## src/rtl/bus_demux_pkg.sv

```systemverilog
// Shared constants and types for the 8-way bus demux.
// Channel count, select/count widths and slot state enum.
package bus_demux_pkg;
  localparam int NCH   = 8;
  localparam int SEL_W = 3;
  localparam int CNT_W = 16;

  typedef enum logic {
    SLOT_EMPTY = 1'b0,
    SLOT_FULL  = 1'b1
  } slot_state_t;
endpackage

```

## src/rtl/bus_demux_8ch_if.sv

```systemverilog
// Upstream and per-channel downstream signals of the demux.
// slave: demux side; master: bus source and consumers side.
interface bus_demux_8ch_if #(
  parameter int n = 16
);
  import bus_demux_pkg::*;

  logic                 in_valid;
  logic                 in_ready;
  logic [SEL_W-1:0]     in_sel;
  logic                 in_bcast;
  logic [n-1:0]         in_data;
  logic [NCH-1:0]       out_valid;
  logic [NCH-1:0]       out_ready;
  logic [NCH*n-1:0]     out_data;
  logic [CNT_W-1:0]     acc_count;

  modport slave (
    input  in_valid, in_sel, in_bcast, in_data, out_ready,
    output in_ready, out_valid, out_data, acc_count
  );

  modport master (
    output in_valid, in_sel, in_bcast, in_data, out_ready,
    input  in_ready, out_valid, out_data, acc_count
  );
endinterface

```

## src/rtl/demux_slot.sv

```systemverilog
// One holding slot: EMPTY/FULL with drain-and-reload.
// Ports: Clock, Resetn, load, load_data, out_ready, out_valid, out_data, free.
module demux_slot
  import bus_demux_pkg::*;
#(
  parameter int n = 16
) (
  input  logic         Clock,
  input  logic         Resetn,
  input  logic         load,
  input  logic [n-1:0] load_data,
  input  logic         out_ready,
  output logic         out_valid,
  output logic [n-1:0] out_data,
  output logic         free
);
  slot_state_t  state_q, state_d;
  logic [n-1:0] data_q, data_d;

  always_comb begin
    state_d = state_q;
    data_d  = data_q;
    if (load) begin
      state_d = SLOT_FULL;
      data_d  = load_data;
    end else if (state_q == SLOT_FULL && out_ready) begin
      state_d = SLOT_EMPTY;
    end
  end

  always_ff @(posedge Clock or negedge Resetn) begin
    if (!Resetn) begin
      state_q <= SLOT_EMPTY;
      data_q  <= '0;
    end else begin
      state_q <= state_d;
      data_q  <= data_d;
    end
  end

  assign out_valid = (state_q == SLOT_FULL);
  assign out_data  = data_q;
  // a draining slot can take a new word in the same cycle
  assign free      = (state_q == SLOT_EMPTY) | out_ready;
endmodule

```

## src/rtl/bus_demux_8ch.sv

```systemverilog
// 8-way demux steering one word/cycle into per-channel slots.
// Ports: Clock, Resetn, bus (slave): in_* handshake, out_* per channel, acc_count.
module bus_demux_8ch
  import bus_demux_pkg::*;
#(
  parameter int n = 16
) (
  input  logic            Clock,
  input  logic            Resetn,
  bus_demux_8ch_if.slave  bus
);
  logic [NCH-1:0]   free;
  logic [NCH-1:0]   sel_oh;
  logic [NCH-1:0]   load;
  logic [NCH-1:0]   out_valid;
  logic [NCH*n-1:0] out_data;
  logic             in_ready;
  logic             accept;
  logic [CNT_W-1:0] acc_count_q, acc_count_d;

  assign sel_oh = NCH'(1) << bus.in_sel;

  // in_ready ignores in_valid and is held low during reset
  assign in_ready = Resetn &
    (bus.in_bcast ? &free : free[bus.in_sel]);
  assign accept   = bus.in_valid & in_ready;

  always_comb begin
    load = '0;
    if (accept) begin
      load = bus.in_bcast ? '1 : sel_oh;
    end
  end

  always_comb begin
    acc_count_d = acc_count_q + CNT_W'(accept);
  end

  always_ff @(posedge Clock or negedge Resetn) begin
    if (!Resetn) begin
      acc_count_q <= '0;
    end else begin
      acc_count_q <= acc_count_d;
    end
  end

  for (genvar k = 0; k < NCH; k++) begin : g_slot
    demux_slot #(.n(n)) u_slot (
      .Clock     (Clock),
      .Resetn    (Resetn),
      .load      (load[k]),
      .load_data (bus.in_data),
      .out_ready (bus.out_ready[k]),
      .out_valid (out_valid[k]),
      .out_data  (out_data[k*n +: n]),
      .free      (free[k])
    );
  end

  assign bus.in_ready  = in_ready;
  assign bus.out_valid = out_valid;
  assign bus.out_data  = out_data;
  assign bus.acc_count = acc_count_q;
endmodule

```

## src/flat_wrapper.sv

```systemverilog
// flat-port wrapper written by rule: the top's interface ports become plain ports
module bus_demux_8ch_flat import bus_demux_pkg::*;
#(
  parameter int n = 16
)
  (Clock, Resetn, bus_in_valid, bus_in_sel, bus_in_bcast, bus_in_data, bus_out_ready, bus_in_ready, bus_out_valid, bus_out_data, bus_acc_count);
  bus_demux_8ch_if #(.n(n)) bus_i ();
  input  logic Clock;
  input  logic Resetn;
  input wire logic [$bits(bus_i.in_valid)-1:0] bus_in_valid;
  input wire logic [$bits(bus_i.in_sel)-1:0] bus_in_sel;
  input wire logic [$bits(bus_i.in_bcast)-1:0] bus_in_bcast;
  input wire logic [$bits(bus_i.in_data)-1:0] bus_in_data;
  input wire logic [$bits(bus_i.out_ready)-1:0] bus_out_ready;
  output wire logic [$bits(bus_i.in_ready)-1:0] bus_in_ready;
  output wire logic [$bits(bus_i.out_valid)-1:0] bus_out_valid;
  output wire logic [$bits(bus_i.out_data)-1:0] bus_out_data;
  output wire logic [$bits(bus_i.acc_count)-1:0] bus_acc_count;
  assign bus_i.in_valid = bus_in_valid;
  assign bus_i.in_sel = bus_in_sel;
  assign bus_i.in_bcast = bus_in_bcast;
  assign bus_i.in_data = bus_in_data;
  assign bus_i.out_ready = bus_out_ready;
  assign bus_in_ready = bus_i.in_ready;
  assign bus_out_valid = bus_i.out_valid;
  assign bus_out_data = bus_i.out_data;
  assign bus_acc_count = bus_i.acc_count;
  bus_demux_8ch #(.n(n)) u_core (.Clock(Clock), .Resetn(Resetn), .bus(bus_i));
endmodule
```

## config.mk

```make
export PLATFORM = sky130hd
export DESIGN_NAME = bus_demux_8ch_flat
export DESIGN_NICKNAME = d
export VERILOG_FILES = /design/src/rtl/bus_demux_pkg.sv /design/src/rtl/bus_demux_8ch_if.sv /design/src/rtl/demux_slot.sv /design/src/rtl/bus_demux_8ch.sv /design/src/flat_wrapper.sv
export SDC_FILE = /design/constraint.sdc
export NUM_CORES = 1
export LEC_CHECK = 0
export CAP_MARGIN = 5
export CORE_MARGIN = 2
export CORE_UTILIZATION = 51
export DETAILED_ROUTE_END_ITERATION = 6
export MAX_ROUTING_LAYER = met4
export PLACE_DENSITY = 0.92
export SYNTH_ARGS = -nofsm -noshare
export SYNTH_HDL_FRONTEND = slang
export SYNTH_SLANG_ARGS = --single-unit
export TNS_END_PERCENT = 20
```

## constraint.sdc

```tcl
create_clock -name Clock -period 5.5 [get_ports Clock]
set_input_delay 0.825 -clock Clock [delete_from_list [all_inputs] [get_ports Clock]]
set_output_delay 0.825 -clock Clock [all_outputs]
set_load 0.02 [all_outputs]
```

# Word level (Yosys, flattened, before mapping)
# Cells that the tools add are included.
# op_classes
add_sub_neg	1
order_cmp	1
shift	1
n_mux	21
bitwise	18
n_reduce_logical	17
# ops
cell	count
1-bit two-way mux	18
16-bit by 1-bit adder with 16-bit output	1
8-bit two-way mux	2
2-bit nonzero test	8
1-bit logical AND	8
1-bit NOT	8
1-bit OR	8
8-bit AND reduction	1
1-bit by 3-bit left shift with 8-bit output (first input constant)	1
3-bit by 4-bit < comparator with 1-bit output (second input constant)	1
1-bit binary-select mux with 3-bit select	1
1-bit AND	2
# word_totals
reg_bits	152
in_bits	31
out_inout_bits	153
elab_cells	76

# Depth between registers and ports, before layout
# Gate-level depths: netlist of run 1.
# logic_depth
ltp_word	9
ltp_mapped	12
mapped_depth_nobuf	11

# Cells and area by module
# From an unflattened synthesis of run 1, not the netlist that was laid out.
# unflattened
hier_cells	397
area_unflattened_um2	6462.4
# by_module_without_submodules
mod	n_inst	cells_each	area_per_inst_um2	seq_area_each_um2
demux_slot	8	37	683.2	425.4
bus_demux_8ch	1	101	997.2	400.4

# Worst setup path before layout of run 1
# No wires, ideal clock.
# synth_path
path_type	input to register
from	input bus_out_ready[6]
to	register u_core.acc_count_q[14] (netlist: u_core.bus.acc_count[14])
setup_time_ns	0.080
arrival_time_ns	3.045
required_ns	5.420
setup_slack_ns	2.374
path_stages	12
path_buffers	1
path_cell_list	nand2b_1 -> and3_1 -> and3_1 -> buf_4 -> or3b_2 -> and2_1 -> ha_1 -> ha_1 -> nand3_1 -> nor2_1 -> nand4_1 -> xnor2_1
# synth_between
elab_chain_cells	7
word_cells_on_any_way	8
cone_classes	add/sub (1); mux (3); bitwise (3); reduce/logical (1)
# synth_lines
element	line_no	text
start, declared	flat_wrapper.sv:14	input wire logic [$bits(bus_i.out_ready)-1:0] bus_out_ready;
1-bit OR *	demux_slot.sv:44	assign free = (state_q == SLOT_EMPTY) | out_ready;
1-bit binary-select mux with 3-bit select	bus_demux_8ch.sv:25	(bus.in_bcast ? &free : free[bus.in_sel]);
1-bit two-way mux (implied by the code)	bus_demux_8ch.sv:25	
1-bit two-way mux *	bus_demux_8ch.sv:25	
1-bit AND *	bus_demux_8ch.sv:24	assign in_ready = Resetn &
via bus_in_ready	flat_wrapper.sv:15	output wire logic [$bits(bus_i.in_ready)-1:0] bus_in_ready;
1-bit AND *	bus_demux_8ch.sv:26	assign accept = bus.in_valid & in_ready;
16-bit by 1-bit adder with 16-bit output *	bus_demux_8ch.sv:36	acc_count_d = acc_count_q + CNT_W'(accept);
via u_core.acc_count_d[14]	bus_demux_8ch.sv:19	logic [CNT_W-1:0] acc_count_q, acc_count_d;
end signal, assigned	bus_demux_8ch.sv:43	acc_count_q <= acc_count_d;
end, declared	bus_demux_8ch.sv:19	
# The timed path passes the listed nets; every way through them passes the cells marked *. The select of a mux whose other input is x is not followed.
# A chain may end at the register's enable or synchronous reset.

# Worst setup path after layout of run 1
# layout_path
from	input bus_in_sel[1]
to	output bus_in_ready
# layout_between
elab_chain_cells	4
# layout_lines
element	line_no	text
start, declared	flat_wrapper.sv:11	input wire logic [$bits(bus_i.in_sel)-1:0] bus_in_sel;
1-bit binary-select mux with 3-bit select	bus_demux_8ch.sv:25	
1-bit two-way mux (implied by the code)	bus_demux_8ch.sv:25	
1-bit two-way mux	bus_demux_8ch.sv:25	
1-bit AND	bus_demux_8ch.sv:24	
end, declared	flat_wrapper.sv:15	
# Every way passes these cells. The select of a mux whose other input is x is not followed.

==> flow_summary_export.csv, run 1 <==
group,metric,value,unit
status,status,"completed",
global_route,first_global_vias,4374,
logic_synthesis,synth_cells,411,
finish,syn_to_final_growth,39.0,%
logic_synthesis,yosysUniqueCellTypes,40,
finish,multi_input_area,2250,um^2
finish,fill_cells,772,
timing,fin_crit_sh,73.8,%
pwr,combPwrFrac,39.1,%
pwr,pwr-share-clk,23.8,%
clock_network,clk_path_buf_depth,2,
finish,final_area,8690,um^2
clock_network,clock_latency,420,ps
timing,setup_ws,1440,ps
drt,ant_nets,0,
timing,fin_crit,4060,ps
timing,rsz0062_at_grt,"false",
floorplan,initial_utilization,52.0,%
worst_setup_path,worstSetupPathType,"in -> out",
global_route,met1_usage,31.5,%
floorplan,ioPinCount,184,
placed_design,gp_congestion,0.943,
global_route,grt-busiest-layer,"met2",
pwr,leakagePower,3.70,nW
global_route,grt_max_degree,65,
drt,finalWirelength,15.9,mm
logic_synthesis,synth_ff_type,"dfrtp_1",
logic_synthesis,synthesis.nets,444,
pwr,powerDensity,537,nW/um^2
finish,layout.cells.non_filler,754,
pwr,p_int,3.13,mW
worst_setup_path,critPathRequiredTime,4680,ps
clock_network,post_cts_buffers,0,
logic_synthesis,synth_edf_count,0,
logic_synthesis,synth_seq_area_share,60.8,%
timing,slew_violations,0,
timing,hold_violations,0,
clock_network,clk_pin_slew,60,ps
clock_network,postCtsHoldBufs,0,
placed_design,dp_hpwl,10.9,mm
timing,fmax,0.246,GHz
min_path,holdCritPathClass,"in -> async",
floorplan,die-area,13200,um^2
pwr,swShare,32.9,%
drt,wl_per_cell,21.1,um
finish,nets,629,
global_route,grt_overflow_total,0,
clock_network,h-tree-depth,4,
worst_setup_path,cp.arrival,3230,ps
pwr,power_frac_seq,37.1,%
pwr,p_sw,1.54,mW
drt,drcViolationCount,0,
drt,dr.first_iter.drc_count,265,
clock_network,root_buffer,"clkbuf_16",
clock_network,cts-resized-gates,0,
timing,setup_viol,0,
finish,antenna_cells,0,
placed_design,dp_cells,724,
floorplan,dieWidth,115,um
timing,fin_skew,5.97,ps
global_route,antenna_found_initial,0,
clock_network,numCtsBuffers,17,
worst_setup_path,worstPathMaxFanout,6,
timing,slew_headroom,47.6,%
worst_setup_path,start_kind,"input pin",
logic_synthesis,ys_ff_latch,152,
logic_synthesis,async_reset_ff_share,100,%
placed_design,port_buffers,183,
finish,finish.utilization,72.4,%
logic_synthesis,netlist_area,6250,um^2
timing,fin_setup_tns,0,ps
floorplan,core.rowCount,40,
global_route,grt_util_met3,8.73,%
placed_design,placed_area,8120,um^2
drt,vias_per_cell,5.53,
pwr,peakVddDrop,0.445,mV
worst_setup_path,end_kind,"output port",
global_route,gr-usage-met2,42.2,%
drt,vias,4166,
global_route,grt_pass1_wl,24.8,mm
finish,drive_gt1_share,22.4,%
floorplan,core,12000,um^2
logic_synthesis,avgSynthCellArea,15.2,um^2
finish,final-seq-area,3800,um^2
floorplan,die_h,115,um
logic_synthesis,synth_warnings,0,
job,cap_violations,0,
placed_design,dp_slack,1480,ps
drt,first_pass_iters,4,
timing,worst_pin_slew,785,ps
clock_network,cts_tree,"built",
global_route,grtUsageTotal,26.1,%
clock_network,cts_sinks,152,
==> cells by family after synthesis <==
group / Yosys count / share of synthesized area [%]
buf+inv: 26 / 3.10
flops: 152 / 60.8
simple gates: 67 / 6.61
fa+ha+maj: 2 / 0.400
mux: 119 / 21.4
compound gates: 31 / 5.64
xor+xnor: 14 / 1.96
==> critical path, cell delays in order <==
cell and delay (ps):
clkdlybuf4s50_1 570, nor2b_1 310, a32o_2 310, nor2_1 100
or3b_2 540, clkdlybuf4s50_1 570
==> power by group through the flow <==
stage / Combinational, mW / Clock [mW] / Sequential (mW)
2_1_floorplan: 0.407 / 0 / 2.18
3_3_place_gp: 1.80 / 0 / 1.71
3_5_place_dp: 1.83 / 0 / 1.74
4_1_cts: 1.84 / 1.13 / 1.73
5_1_grt: 1.92 / 1.18 / 1.78
6_report: 1.83 / 1.11 / 1.73
==> final timing paths <==
check                                                       start                                  end  slack [ps]  cells after the start
worst max register to register  u_core.g_slot[4].u_slot.out_valid             u_core.bus.acc_count[14]        2410                     11
worst min-delay path                                       Resetn    u_core.g_slot[4].u_slot.out_valid         320                      1
worst max-delay path                                bus_in_sel[1]                         bus_in_ready        1440                      6
min in group Clock                       u_core.bus.acc_count[15]             u_core.bus.acc_count[15]         460                      1
worst min register to register           u_core.bus.acc_count[15]             u_core.bus.acc_count[15]         460                      1
max in group asynchronous                                  Resetn  u_core.g_slot[4].u_slot.out_data[7]        3440                      3
==> state kept, by name, indices dropped and copies added (netlist names) <==
name,count
u_core.bus.acc_count,16
u_core.g_slot.u_slot.out_data,128
u_core.g_slot.u_slot.out_valid,8
==> cell usage in the layout (no fill, tap or decap), types with 2 or more instances in the layout <==
cell type	instances
buf_4	2
o21bai_1	2
and3_1	7
clkinv_2	3
nand3_1	6
inv_1	7
and4_1	2
clkbuf_16	17
mux2_1	34
nand2b_1	7
a21o_1	4
xnor2_1	11
nand2_1	10
mux2_2	85
a21oi_4	4
nand4_1	4
a221o_1	9
o21ai_4	4
a21oi_1	2
clkbuf_8	6
clkinvlp_4	3
clkdlybuf4s50_1	182
nor2_1	9
ha_1	2
xor2_1	3
nor3b_1	7
dfrtp_1	152
nor2b_1	4
or2_2	3
==> routing by layer <==
metal | vias up | part of all wire [%]
met5 | - | 0
met4 | 0 | 0.87
met3 | 14 | 8.2
met2 | 177 | 50
met1 | 2142 | 41
li1 | 1833 | -
==> layout make-up <==
type                    count  share of cell area (%)
well taps                 147                    2.12
clock buffers              23                    5.85
repair buffers            185                    21.3
multi-input cells         233                    25.9
flip-flops and latches    152                    43.8
inverters                   7                   0.302
clock inverters             7                   0.777
==> synth_stat cells, types with 2 or more instances <==
master | n | area (um^2)
nor2_1 | 9 | 33.8
and4_1 | 2 | 17.5
a21oi_1 | 2 | 10.0
o21ai_4 | 4 | 65.1
xnor2_1 | 11 | 96.3
mux2_2 | 85 | 957
buf_6 | 8 | 90.1
a21o_1 | 4 | 30.0
nor3b_1 | 7 | 52.6
buf_2 | 2 | 10.0
nor2b_1 | 4 | 25.0
nand4_1 | 4 | 25.0
a21oi_4 | 4 | 65.1
mux2_1 | 34 | 383
a221o_1 | 9 | 90.1
nand2_1 | 10 | 37.5
xor2_1 | 3 | 26.3
or2_2 | 3 | 18.8
buf_4 | 9 | 67.6
o21bai_1 | 2 | 15.0
and3_1 | 7 | 43.8
nand3_1 | 6 | 30.0
nand2b_1 | 7 | 43.8
inv_1 | 7 | 26.3
ha_1 | 2 | 25.0
dfrtp_1 | 152 | 3800
==> through the flow <==
| step | total power [mW] | hold slack, ps |
|---|---|---|
| floorplan | 2.59 | 477 |
| global placement | 3.50 | 459 |
| detailed placement | 3.56 | 461 |
| CTS | 4.70 | 317 |
| global route | 4.88 | 346 |
| finish | 4.67 | 319 |
Power figures use the tool's default switching activity.
==> run 2: changes to the inputs <==
--- a/config.mk
+++ b/config.mk
@@ -7,10 +7,10 @@
 export LEC_CHECK = 0
 export CAP_MARGIN = 5
 export CORE_MARGIN = 2
-export CORE_UTILIZATION = 51
+export CORE_UTILIZATION = 43
 export DETAILED_ROUTE_END_ITERATION = 6
 export MAX_ROUTING_LAYER = met4
-export PLACE_DENSITY = 0.92
+export PLACE_DENSITY = 0.84
 export SYNTH_ARGS = -nofsm -noshare
 export SYNTH_HDL_FRONTEND = slang
 export SYNTH_SLANG_ARGS = --single-unit
==> constraint.sdc (replaced) <==
create_clock -name Clock -period 3.64 [get_ports Clock]
set_input_delay 0.546 -clock Clock [delete_from_list [all_inputs] [get_ports Clock]]
set_output_delay 0.546 -clock Clock [all_outputs]
set_load 0.02 [all_outputs]
==> run 2 against run 1 <==
  * Final area is 1.9% higher
  * Global-route usage is 4.7 points lower
  * Total power is 56% higher
  * Clock power is 71% higher
  * Critical path depth stayed put
  * Critical endpoint unchanged
==> flow_summary_export.csv, run 2 (synthesis results as in run 1) <==
group,metric,value,unit
worst_setup_path,worstSetupPathType,"in -> out",
drt,dr.first_iter.drc_count,191,
pwr,total_power,7.26,mW
floorplan,core,14400,um^2
clock_network,clock_latency,410,ps
timing,hold_violations,0,
clock_network,clk_path_buf_depth,2,
clock_network,cts_sinks,152,
finish,antenna_cells,0,
timing,rsz0062_at_grt,"false",
drt,drcViolationCount,0,
drt,ant_nets,0,
pwr,p_sw,2.34,mW
timing,slew_violations,0,
floorplan,dieWidth,125,um
timing,timing.hold.ws,331,ps
worst_setup_path,start_kind,"input pin",
timing,setup_viol,0,
pwr,p_int,4.92,mW
finish,final_cell_mix,"clkdlybuf4s50_1 (182), dfrtp_1 (152), mux2_2 (85)",
timing,fin_skew,6.98,ps
status,status,"completed",
timing,fin_crit,3510,ps
pwr,power_frac_seq,35.9,%
pwr,powerDensity,820,nW/um^2
global_route,first_global_vias,4514,
clock_network,h-tree-depth,4,
worst_setup_path,critPathRequiredTime,3090,ps
global_route,grt_max_degree,85,
floorplan,ioPinCount,184,
floorplan,die-area,15500,um^2
placed_design,port_buffers,183,
drt,vias_per_cell,5.27,
drt,finalWirelength,15.7,mm
floorplan,initial_utilization,43.5,%
floorplan,core.rowCount,44,
global_route,grt_overflow_total,0,
clock_network,root_buffer,"clkbuf_16",
timing,fmax,0.285,GHz
finish,layout.cells.non_filler,799,
finish,drive_gt1_share,23.3,%
finish,multi_input_area,2250,um^2
clock_network,postCtsHoldBufs,0,
drt,first_pass_iters,4,
finish,layout_commonest_cell,"clkdlybuf4s50_1",
min_path,holdCritPathClass,"in -> async",
finish,nets,635,
finish,syn_to_final_growth,41.7,%
job,cap_violations,0,
global_route,grtUsageTotal,21.4,%
worst_setup_path,cp.arrival,2960,ps
drt,wl_per_cell,19.7,um
placed_design,dp_hpwl,11.2,mm
global_route,antenna_found_initial,0,
clock_network,clk_pin_slew,60,ps
worst_setup_path,worstPathMaxFanout,6,
placed_design,gp_congestion,0.939,
finish,largest_reg_flops,128,
clock_network,post_cts_buffers,0,
placed_design,dp_slack,134,ps
worst_setup_path,end_kind,"output port",
timing,slew_headroom,33.3,%
pwr,leakagePower,3.77,nW
clock_network,cts-resized-gates,0,
timing,fin_setup_tns,0,ps
finish,final-seq-area,3800,um^2
floorplan,die_h,125,um
pwr,combPwrFrac,37.8,%
timing,setup_ws,133,ps
pwr,swShare,32.2,%
timing,worst_pin_slew,1000,ps
placed_design,dp_cells,767,
finish,fill_cells,1042,
clock_network,numCtsBuffers,17,
pwr,pwr-share-clk,26.2,%
global_route,grt_pass1_wl,25.0,mm
drt,vias,4207,
pwr,peakVddDrop,0.461,mV
timing,fin_crit_sh,96.3,%
clock_network,cts_tree,"built",
-- run 2: path summary, 6_finish.rpt --
path                                                    from                                  end  slack, ps  cells past startpoint
max in group asynchronous                             Resetn  u_core.g_slot[0].u_slot.out_data[6]       1790                      3
hold reg to reg                     u_core.bus.acc_count[15]             u_core.bus.acc_count[15]        470                      1
setup / recovery                               bus_in_sel[1]                         bus_in_ready        130                      6
setup reg to reg           u_core.g_slot[4].u_slot.out_valid             u_core.bus.acc_count[14]        930                     11
min in group Clock                  u_core.bus.acc_count[15]             u_core.bus.acc_count[15]        470                      1
hold / removal                                        Resetn    u_core.g_slot[1].u_slot.out_valid        330                      2
-- run 2: final cells by class --
| cell class | instances | share of cell area [%] |
|---|---|---|
| clock inverters | 14 | 2.49 |
| repair buffers | 191 | 21.4 |
| clock buffers | 18 | 4.85 |
| multi-input cells | 233 | 25.4 |
| flip-flops and latches | 152 | 43.0 |
| well taps | 184 | 2.60 |
| inverters | 7 | 0.297 |
-- run 2: per-stage QoR --
step	instance area (um^2)	utilization (%)
after floorplan	6250	-
after global placement	8210	57.1
after detailed placement	8210	57.1
after CTS	8860	61.6
after global routing	8860	61.6
final	8860	61.6
-- run 2: worst max-delay path, stage by stage --
cell and delay (ps):
clkdlybuf4s50_1 590, nor2b_1 310, a32o_2 300, nor2_1 90, or3b_2 530, clkdlybuf4s50_1 580
-- run 2: metal layers --
layer / wire length, um / track usage [%] / vias to the layer above / share of wire (%)
met5: 0 / - / - / 0
met4: 154 / 6.28 / 0 / 0.98
met3: 1230 / 7.35 / 13 / 7.8
met2: 7440 / 33.5 / 185 / 47
met1: 6910 / 26.4 / 2145 / 44
li1: - / - / 1864 / -
-- run 2: power by group through the flow --
stage	Clock [mW]	Combinational (mW)	Sequential (mW)
3_5_place_dp	0	2.76	2.64
2_1_floorplan	0	0.615	3.30
4_1_cts	1.95	2.78	2.61
5_1_grt	2.02	2.89	2.68
6_report	1.90	2.75	2.61
3_3_place_gp	0	2.72	2.59
==> run 3: changes to the inputs <==
--- a/config.mk
+++ b/config.mk
@@ -5,12 +5,14 @@
 export SDC_FILE = /design/constraint.sdc
 export NUM_CORES = 1
 export LEC_CHECK = 0
+export ABC_CLOCK_PERIOD_IN_PS = 3640
 export CAP_MARGIN = 5
 export CORE_MARGIN = 2
 export CORE_UTILIZATION = 43
+export CTS_CLUSTER_DIAMETER = 40
 export DETAILED_ROUTE_END_ITERATION = 6
 export MAX_ROUTING_LAYER = met4
-export PLACE_DENSITY = 0.84
+export PLACE_DENSITY = 0.81
 export SYNTH_ARGS = -nofsm -noshare
 export SYNTH_HDL_FRONTEND = slang
 export SYNTH_SLANG_ARGS = --single-unit
==> run 3 against run 2 <==
  * Fmax is 1.3% higher
  * Combinational power about the same
  * Critical path depth stayed put
  * Final area increased by 0.13%
  * Clock skew rose by 6.3 ps
  * Non-clock buffer count unchanged
  * Clock power hardly changed
  * Critical path type unchanged
  * Routed wire length is 0.55% higher
  * Worst setup slack improved by 47 ps
==> flow_summary_export.csv, run 3 (synthesis results as in run 1) <==
group,metric,value,unit
worst_setup_path,critPathRequiredTime,3090,ps
pwr,swShare,32.8,%
worst_setup_path,cp_common_cell,"clkdlybuf4s50_1",
drt,finalWirelength,15.8,mm
clock_network,post_cts_buffers,0,
timing,fin_skew,13.3,ps
finish,drive_gt1_share,23.4,%
clock_network,cts_tree,"built",
global_route,antenna_found_initial,0,
pwr,peakVddDrop,0.520,mV
drt,ant_nets,0,
worst_setup_path,worstSetupPathType,"in -> out",
floorplan,dieWidth,125,um
pwr,p_int,4.87,mW
min_path,holdCritPathClass,"in -> async",
timing,fin_setup_tns,0,ps
worst_setup_path,worstPathMaxFanout,6,
worst_setup_path,start_kind,"input pin",
timing,fin_crit_sh,95.1,%
finish,largest_reg_flops,128,
global_route,grtUsageTotal,21.8,%
clock_network,cts_sinks,152,
pwr,p_sw,2.38,mW
timing,slew_headroom,33.0,%
timing,setup_viol,0,
floorplan,core.rowCount,44,
clock_network,clk_path_buf_depth,2,
drt,first_pass_iters,5,
timing,slew_violations,0,
drt,vias,4152,
floorplan,die_h,125,um
pwr,power_frac_seq,36.2,%
finish,multi_input_area,2250,um^2
clock_network,numCtsBuffers,17,
placed_design,dp_hpwl,11.2,mm
clock_network,clock_latency,430,ps
drt,vias_per_cell,5.20,
drt,wl_per_cell,19.8,um
worst_setup_path,reg2reg_slack,930,ps
clock_network,postCtsHoldBufs,0,
pwr,combPwrFrac,37.9,%
pwr,leakagePower,3.76,nW
placed_design,port_buffers,183,
clock_network,clk_pin_slew,60,ps
finish,final_cell_mix,"clkdlybuf4s50_1 (182), dfrtp_1 (152), mux2_2 (85)",
drt,drcViolationCount,0,
timing,hold_violations,0,
finish,finish.utilization,61.7,%
worst_setup_path,cp.arrival,2910,ps
worst_setup_path,cp_cell_sequence,"clkdlybuf4s50_1, nor2b_1, a32o_2, nor2_1, or3b_2, clkdlybuf4s50_1",
pwr,powerDensity,818,nW/um^2
finish,antenna_cells,0,
global_route,grt_max_degree,83,
floorplan,die-area,15500,um^2
timing,fin_crit,3460,ps
floorplan,initial_utilization,43.5,%
floorplan,core,14400,um^2
worst_setup_path,critPathMaxStageDelay,580,ps
finish,final-seq-area,3800,um^2
worst_setup_path,end_kind,"output port",
clock_network,root_buffer,"clkbuf_16",
job,cap_violations,0,
global_route,grt_pass1_wl,25.4,mm
timing,rsz0062_at_grt,"false",
clock_network,cts-resized-gates,0,
global_route,grt_overflow_total,0,
clock_network,h-tree-depth,4,
global_route,first_global_vias,4456,
finish,nets,635,
timing,fmax,0.289,GHz
timing,worst_pin_slew,1010,ps
drt,dr.first_iter.drc_count,306,
worst_setup_path,r2r_start,"u_core.g_slot[5].u_slot.out_valid",
status,status,"completed",
worst_setup_path,startpoint,"bus_in_sel[1]",
pwr,pwr-share-clk,25.9,%
placed_design,gp_congestion,0.978,
finish,syn_to_final_growth,41.9,%
floorplan,ioPinCount,184,
worst_setup_path,slowest_stage,"clkdlybuf4s50_1",
finish,fill_cells,1083,
finish,layout_commonest_cell,"clkdlybuf4s50_1",
## run 3: changes by cell type in the layout (fill, tap and decap cells not counted)
cell        previous run  this run
clkinv_4               3         2
bufinv_16              5         4
clkbuf_8               0         1
clkinvlp_4             1         3
buf_12                 0         2
clkbuf_1               1         0
buf_4                  8         6
## run 3: final timing paths
check | endpoint | cells after the start
min reg2reg | u_core.bus.acc_count[15] | 1
max reg2reg | u_core.bus.acc_count[8] | 10
max in group asynchronous | u_core.bus.acc_count[6] | 3
min in group Clock | u_core.bus.acc_count[15] | 1
min | u_core.g_slot[1].u_slot.out_data[10] | 2
max | bus_in_ready | 6
## run 3: routing by layer
metal | up-vias | GRT usage, % | part of all wire [%]
met2 | 193 | 32.6 | 46
met3 | 19 | 7.43 | 8.1
met5 | - | - | 0
met1 | 2089 | 28.8 | 44
met4 | 0 | 5.82 | 1.4
li1 | 1851 | - | -
## run 3: cell type report
class / instances / share of cell area (%)
clock buffers: 18 / 4.95
clock inverters: 14 / 2.22
inverters: 7 / 0.296
multi-input cells: 233 / 25.4
flip-flops and latches: 152 / 42.9
well taps: 184 / 2.60
repair buffers: 191 / 21.6
## run 3: critical path: cells and delay by family
family	cells	cell delay [ps]
AND/OR/NAND/NOR	3	930
AO/OA/AOI/OAI	1	290
buffers and inverters	2	1130
## run 3: metrics by stage
| step | total power [mW] | instance area [um^2] | instances | worst slack (ps) | hold slack (ps) |
|---|---|---|---|---|---|
| 2_1_floorplan | 3.91 | 6250 | 411 | 793 | 250 |
| 5_1_grt | 7.59 | 8870 | 799 | 20.9 | 417 |
| 4_1_cts | 7.31 | 8870 | 799 | 204 | 375 |
| 3_5_place_dp | 5.40 | 8230 | 767 | 151 | 460 |
| 3_3_place_gp | 5.32 | 8230 | 767 | 268 | 458 |
| 6_report | 7.25 | 8870 | 799 | 180 | 331 |
## run 3: power groups by stage
stage | sequential [mW] | combinational [mW] | clock (mW)
global placement | 2.59 | 2.72 | 0
detailed placement | 2.64 | 2.76 | 0
global route | 2.70 | 2.89 | 2.00
floorplan | 3.30 | 0.615 | 0
CTS | 2.62 | 2.78 | 1.91
finish | 2.62 | 2.75 | 1.88
